<file path="src/rtl/dispatch_ctrl.sv">
// dispatch_ctrl: fetch FIFO, opcode decode + immediate generation, valid/ready issue to INT/MEM/MUL stations.
// Optional performance counters are enabled by defining DISPATCH_PERF_CNT_EN.
`timescale 1ns/1ps
module dispatch_ctrl #(
  parameter int QDEPTH = 4,
  parameter int XLEN   = 32
) (
  input  logic            clk,
  input  logic            rst_n,
  input  logic            flush_i,
  input  logic            fetch_valid_i,
  input  logic [XLEN-1:0] fetch_instr_i,
  input  logic [XLEN-1:0] fetch_pc_i,
  output logic            fetch_ready_o,
  output logic            disp_valid_o,
  output logic [1:0]      disp_target_o,
  output logic [XLEN-1:0] disp_instr_o,
  output logic [XLEN-1:0] disp_pc_o,
  output logic [XLEN-1:0] disp_imm_o,
  input  logic            rs_int_ready_i,
  input  logic            rs_mem_ready_i,
  input  logic            rs_mul_ready_i,
  output logic            illegal_o,
  output logic [1:0]      state_o
`ifdef DISPATCH_PERF_CNT_EN
  ,
  output logic [31:0]     perf_disp_cnt_o,
  output logic [31:0]     perf_stall_cnt_o
`endif
);

  localparam int AW = (QDEPTH > 1) ? $clog2(QDEPTH) : 1;
  localparam int CW = AW + 1;

  localparam logic [1:0] ST_IDLE  = 2'b00;
  localparam logic [1:0] ST_RUN   = 2'b01;
  localparam logic [1:0] ST_STALL = 2'b10;
  localparam logic [1:0] ST_FLUSH = 2'b11;

  localparam logic [1:0] TGT_INT = 2'b00;
  localparam logic [1:0] TGT_MEM = 2'b01;
  localparam logic [1:0] TGT_MUL = 2'b10;

  localparam logic [2:0] IT_I = 3'b000;
  localparam logic [2:0] IT_S = 3'b010;
  localparam logic [2:0] IT_B = 3'b011;
  localparam logic [2:0] IT_J = 3'b100;
  localparam logic [2:0] IT_U = 3'b101;
  localparam logic [2:0] IT_R = 3'b111;

  // Result layout: {legal, target[1:0], ins_type[2:0]}
  function automatic logic [5:0] decode(input logic [6:0] opcode, input logic [6:0] funct7);
    logic [5:0] d;
    case (opcode)
      7'b0000011: d = {1'b1, TGT_MEM, IT_I};
      7'b0100011: d = {1'b1, TGT_MEM, IT_S};
      7'b0010011: d = {1'b1, TGT_INT, IT_I};
      7'b1100111: d = {1'b1, TGT_INT, IT_I};
      7'b1100011: d = {1'b1, TGT_INT, IT_B};
      7'b1101111: d = {1'b1, TGT_INT, IT_J};
      7'b0110111: d = {1'b1, TGT_INT, IT_U};
      7'b0010111: d = {1'b1, TGT_INT, IT_U};
      7'b0110011: d = {1'b1, (funct7 == 7'b0000001) ? TGT_MUL : TGT_INT, IT_R};
      default:    d = {1'b0, TGT_INT, IT_R};
    endcase
    return d;
  endfunction

  // datain is instr[31:7], so instr[k] maps to datain[k-7]
  function automatic logic [XLEN-1:0] imm_gen(input logic [24:0] datain, input logic [2:0] ins_type);
    logic [XLEN-1:0] imm;
    case (ins_type)
      IT_I:    imm = {{20{datain[24]}}, datain[24:13]};
      IT_S:    imm = {{20{datain[24]}}, datain[24:18], datain[4:0]};
      IT_B:    imm = {{19{datain[24]}}, datain[24], datain[0], datain[23:18], datain[4:1], 1'b0};
      IT_J:    imm = {{11{datain[24]}}, datain[24], datain[12:5], datain[13], datain[23:14], 1'b0};
      IT_U:    imm = {datain[24:5], 12'h000};
      default: imm = {XLEN{1'b0}};
    endcase
    return imm;
  endfunction

  logic [XLEN-1:0] instr_mem_r [QDEPTH];
  logic [XLEN-1:0] pc_mem_r    [QDEPTH];
  logic [AW-1:0]   wr_ptr_r, rd_ptr_r;
  logic [CW-1:0]   count_r, count_next_s;
  logic [1:0]      state_r, state_next_s;

  logic            stage_valid_r, stage_valid_next_s;
  logic [1:0]      stage_target_r;
  logic [XLEN-1:0] stage_instr_r, stage_pc_r, stage_imm_r;

  logic [XLEN-1:0] head_instr_s, head_pc_s;
  logic [5:0]      head_dec_s;
  logic            fifo_empty_s, fifo_full_s, sel_ready_s;
  logic            fire_s, pop_s, load_s, drop_s, fetch_ready_s, push_s;

  // Head decode, handshake qualification and next-count/next-stage computation
  always_comb begin
    head_instr_s  = instr_mem_r[rd_ptr_r];
    head_pc_s     = pc_mem_r[rd_ptr_r];
    head_dec_s    = decode(head_instr_s[6:0], head_instr_s[31:25]);
    fifo_empty_s  = (count_r == CW'(0));
    fifo_full_s   = (count_r == CW'(QDEPTH));
    sel_ready_s   = 1'b0;
    case (stage_target_r)
      TGT_INT: sel_ready_s = rs_int_ready_i;
      TGT_MEM: sel_ready_s = rs_mem_ready_i;
      TGT_MUL: sel_ready_s = rs_mul_ready_i;
      default: sel_ready_s = 1'b0;
    endcase
    fire_s        = stage_valid_r & sel_ready_s;
    // An illegal head still needs a free output slot before it is dropped
    pop_s         = ~fifo_empty_s & (~stage_valid_r | fire_s) & ~flush_i;
    load_s        = pop_s & head_dec_s[5];
    drop_s        = pop_s & ~head_dec_s[5];
    fetch_ready_s = rst_n & ~fifo_full_s & (state_r != ST_FLUSH) & ~flush_i;
    push_s        = fetch_valid_i & fetch_ready_s;

    count_next_s = count_r;
    if (flush_i) begin
      count_next_s = CW'(0);
    end else begin
      case ({push_s, pop_s})
        2'b10:   count_next_s = count_r + CW'(1);
        2'b01:   count_next_s = count_r - CW'(1);
        default: count_next_s = count_r;
      endcase
    end

    stage_valid_next_s = stage_valid_r;
    if (flush_i) begin
      stage_valid_next_s = 1'b0;
    end else if (load_s) begin
      stage_valid_next_s = 1'b1;
    end else if (fire_s) begin
      stage_valid_next_s = 1'b0;
    end else begin
      stage_valid_next_s = stage_valid_r;
    end
  end

  // FIFO storage; only legal (non-flush) pushes write
  always_ff @(posedge clk) begin
    if (push_s) begin
      instr_mem_r[wr_ptr_r] <= fetch_instr_i;
      pc_mem_r[wr_ptr_r]    <= fetch_pc_i;
    end
  end

  // FIFO pointers and occupancy
  always_ff @(posedge clk or negedge rst_n) begin
    if (!rst_n) begin
      wr_ptr_r <= AW'(0);
      rd_ptr_r <= AW'(0);
      count_r  <= CW'(0);
    end else if (flush_i) begin
      wr_ptr_r <= AW'(0);
      rd_ptr_r <= AW'(0);
      count_r  <= CW'(0);
    end else begin
      if (push_s) wr_ptr_r <= wr_ptr_r + AW'(1);
      if (pop_s)  rd_ptr_r <= rd_ptr_r + AW'(1);
      count_r <= count_next_s;
    end
  end

  // Output stage: holds its payload until fired or replaced
  always_ff @(posedge clk or negedge rst_n) begin
    if (!rst_n) begin
      stage_valid_r  <= 1'b0;
      stage_target_r <= 2'b00;
      stage_instr_r  <= {XLEN{1'b0}};
      stage_pc_r     <= {XLEN{1'b0}};
      stage_imm_r    <= {XLEN{1'b0}};
    end else begin
      stage_valid_r <= stage_valid_next_s;
      if (load_s) begin
        stage_target_r <= head_dec_s[4:3];
        stage_instr_r  <= head_instr_s;
        stage_pc_r     <= head_pc_s;
        stage_imm_r    <= imm_gen(head_instr_s[31:7], head_dec_s[2:0]);
      end
    end
  end

  // FSM state register
  always_ff @(posedge clk or negedge rst_n) begin
    if (!rst_n) begin
      state_r <= ST_IDLE;
    end else begin
      state_r <= state_next_s;
    end
  end

  // FSM next-state logic; flush overrides every state
  always_comb begin
    state_next_s = state_r;
    if (flush_i) begin
      state_next_s = ST_FLUSH;
    end else begin
      case (state_r)
        ST_IDLE:  state_next_s = fifo_empty_s ? ST_IDLE : ST_RUN;
        ST_RUN: begin
          if (stage_valid_r && !sel_ready_s) begin
            state_next_s = ST_STALL;
          end else if ((count_next_s == CW'(0)) && !stage_valid_next_s) begin
            state_next_s = ST_IDLE;
          end else begin
            state_next_s = ST_RUN;
          end
        end
        ST_STALL: state_next_s = fire_s ? ST_RUN : ST_STALL;
        ST_FLUSH: state_next_s = ST_IDLE;
        default:  state_next_s = ST_IDLE;
      endcase
    end
  end

  // FSM / datapath outputs
  always_comb begin
    fetch_ready_o = fetch_ready_s;
    illegal_o     = drop_s;
    disp_valid_o  = stage_valid_r;
    disp_target_o = stage_target_r;
    disp_instr_o  = stage_instr_r;
    disp_pc_o     = stage_pc_r;
    disp_imm_o    = stage_imm_r;
    state_o       = state_r;
  end

`ifdef DISPATCH_PERF_CNT_EN
  logic [31:0] perf_disp_cnt_r, perf_stall_cnt_r;

  // Performance counters survive flush; only rst_n clears them
  always_ff @(posedge clk or negedge rst_n) begin
    if (!rst_n) begin
      perf_disp_cnt_r  <= 32'd0;
      perf_stall_cnt_r <= 32'd0;
    end else begin
      perf_disp_cnt_r  <= perf_disp_cnt_r + {31'd0, fire_s};
      perf_stall_cnt_r <= perf_stall_cnt_r + {31'd0, (state_r == ST_STALL)};
    end
  end

  assign perf_disp_cnt_o  = perf_disp_cnt_r;
  assign perf_stall_cnt_o = perf_stall_cnt_r;
`endif

endmodule
</file>
<file path="config.mk">
export PLATFORM = sky130hd
export DESIGN_NAME = dispatch_ctrl
export DESIGN_NICKNAME = d
export VERILOG_FILES = /design/src/rtl/dispatch_ctrl.sv
export SDC_FILE = /design/constraint.sdc
export NUM_CORES = 1
export LEC_CHECK = 0
export CAP_MARGIN = 20
export CORE_ASPECT_RATIO = 0.8
export CORE_MARGIN = 8
export CORE_UTILIZATION = 35
export CTS_CLUSTER_SIZE = 30
export DETAILED_ROUTE_END_ITERATION = 10
export DONT_BUFFER_PORTS = 1
export PLACE_DENSITY = 0.53
export SLEW_MARGIN = 20
export SYNTH_ARGS = -nofsm -noshare
export SYNTH_HDL_FRONTEND = slang
export SYNTH_SLANG_ARGS = --single-unit
</file>
<file path="constraint.sdc">
create_clock -name clk -period 9.3 [get_ports clk]
set_clock_uncertainty 0.15 [all_clocks]
set_input_delay 1.86 -clock clk [delete_from_list [all_inputs] [get_ports clk]]
set_output_delay 1.86 -clock clk [all_outputs]
set_load 0.02 [all_outputs]
</file>
==> run metrics <==
status finished, final reports clean; hold buffers post-CTS 0; synthesized flop and latch total 364; Worst-Margin Slew 1.088 ns; row count 65; Critical Path AT 4.11 ns; drt initial violations 318; non-filler cells, final 1,308; antenna violations before repair 0; global route total overflow 0; CTS HTree Levels 2; Gate Count Post-Synth 725; die area 46,200 um^2; RSZ-0062 raised after global routing false; num ports 174; antenna cells 0; worst skew pair latency 0.53 ns; ys async rst share 0.2967; CTS buffer count 40; WL/cell 23.72 um; DR vias 6,615; post-CTS resize count 0; Worst Slack Setup Final 3.181 ns; number of buffers on the longest clock path 3; vias in the first global route 7,165; crit path max fanout 39; final hold violations 0; I/O Buffers 0; Syn-to-layout area delta 13.74%; CTS tree built; largest net degree at the start of global routing 110; maximum clock frequency 0.1634 GHz; CTS sink cnt 364; total track usage 0.1330; Setup Buffers After CTS 0; CTS root buf clkbuf_16; # nets final 819; YS warnings 0; crit path launch type flop; estimated wirelength of the detail-placed design 19,130 um; die extent in x 238.3 um; critical path required time 7.29 ns; gpl congestion 0.7602; placed cell count 1,235; prevailing post-synth register cell edfxtp_1; Clock Pin Slew Worst Setup and Hold Paths 0.06 ns; HP Class flop to flop; total power 3.994 mW; Design Area, Final 15,740 um^2; setup_tns 0 ns; post-layout util 0.4016; Initial Util 0.3531; worst slack, placed 3.625 ns; CP Class flop to output port; Via density 5.057; Remaining DRCs 0; Fin Hold WS 0.4257 ns; share of layout cells above drive strength 1 0.2034; max_slew headroom 0.2745; number of synthesized flops with an enable pin 256; Seq/Total Area, Yosys 0.7507; main area contributors after synthesis edfxtp_1, dfrtp_1, mux4_2, mux2_1, nand2_1; top-count cell post-synth edfxtp_1; Netlist Area Pre-Place 13,840 um^2; routed wire length 31,030 um; Initial DRT Pass Iterations 4; largest area contributor in the netlist edfxtp_1; period utilization 0.6579; DRT antenna net count 0; Static Leak 5.558 nW; Avg Cell Area, Syn 19.09 um^2; PD cells 253.7 nW/um^2; Synth top area share 0.5554; core footprint 39,200 um^2; Max-cap violations 0; Yosys cell types 53; final critical-path required period 6.119 ns; final setup vio count 0; peak supply drop 0.1552 mV; Syn Nets 802; placed cell area 14,430 um^2; first-pass GRT wire length 46,600 um; max-slew violations 0; Setup crit end kind output port; commonest cells in the netlist edfxtp_1, dfrtp_1, mux4_2; Die Span Y 193.9 um
critical path: stages (launching register included):
cell and delay, ns:
dfrtp_4 0.79, buf_4 0.78, mux4_2 0.67, nand2b_4 0.19, nor4b_4 0.76, nor4b_1 0.17, buf_4 0.21
where the power goes:
group	total [mW]	leakage (nW)	internal, mW	switching, mW
clock network	1.52	0.628	0.905	0.620
logic	0.433	1.15	0.231	0.203
registers	2.04	3.78	1.83	0.206
registers in the layout, summed over array words and instances (netlist names):
signal,count
state_o,2
disp_target_o,2
count_r,3
wr_ptr_r,2
rd_ptr_r,2
disp_imm_o,32
pc_mem_r,128
disp_valid_o,1
disp_instr_o,32
instr_mem_r,128
disp_pc_o,32
final timing paths:
path                                   from          endpoint  slack (ns)  cells after the start
worst max-delay path            rd_ptr_r[0]         illegal_o        3.18                      6
worst min-delay path            wr_ptr_r[0]       wr_ptr_r[0]        0.43                      1
worst max register to register  rd_ptr_r[0]  disp_instr_o[31]        4.02                      8
worst min register to register  wr_ptr_r[0]       wr_ptr_r[0]        0.43                      1
max in group asynchronous             rst_n      disp_pc_o[0]        7.94                      0
min in group asynchronous             rst_n        count_r[2]        0.87                      0
layout make-up:
cell class                      instances  area [um^2]
Timing Repair Buffer                   10        102.6
Clock inverter                         14        103.9
Fill cell                            3504        23460
Tap cell                              536        670.6
Inverter                               11        41.29
Multi-Input combinational cell        315         3254
Clock buffer                           58         1172
Sequential cell                       364        10400
cell families (layout without fill, tap and decap cells):
group | Yosys count | in the layout | synth area share
flip-flops | 364 | 364 | 0.7507
multiplexers | 122 | 122 | 0.1504
AND/OR/NAND/NOR | 98 | 98 | 0.03661
AO/OA/AOI/OAI | 85 | 85 | 0.03815
buffers and inverters | 46 | 93 | 0.01564
adder cells (fa/ha/maj) | 6 | 6 | 0.005966
XOR/XNOR | 4 | 4 | 0.002532
layer usage:
layer / track usage / part of all wire
met3: 0.06463 / 0.11
met4: 0.03408 / 0.020
met5: 0 / 0
met1: 0.1633 / 0.41
met2: 0.2086 / 0.46
layout by cell type (no fill, tap or decap), types with 5 or more instances in the layout:
| master | instances |
|---|---|
| clkinv_2 | 8 |
| o31ai_1 | 7 |
| a31oi_1 | 6 |
| o21ai_0 | 25 |
| mux4_2 | 63 |
| inv_1 | 11 |
| ha_1 | 5 |
| mux2_2 | 11 |
| edfxtp_1 | 256 |
| o21ai_1 | 11 |
| nor2_1 | 10 |
| and2_1 | 5 |
| nand2_1 | 49 |
| buf_4 | 7 |
| clkbuf_16 | 43 |
| dfrtp_1 | 106 |
| nand2b_1 | 5 |
| a21oi_1 | 22 |
| mux2_1 | 47 |
| clkbuf_1 | 11 |
Note: power is estimated with default switching activity, not from simulation.
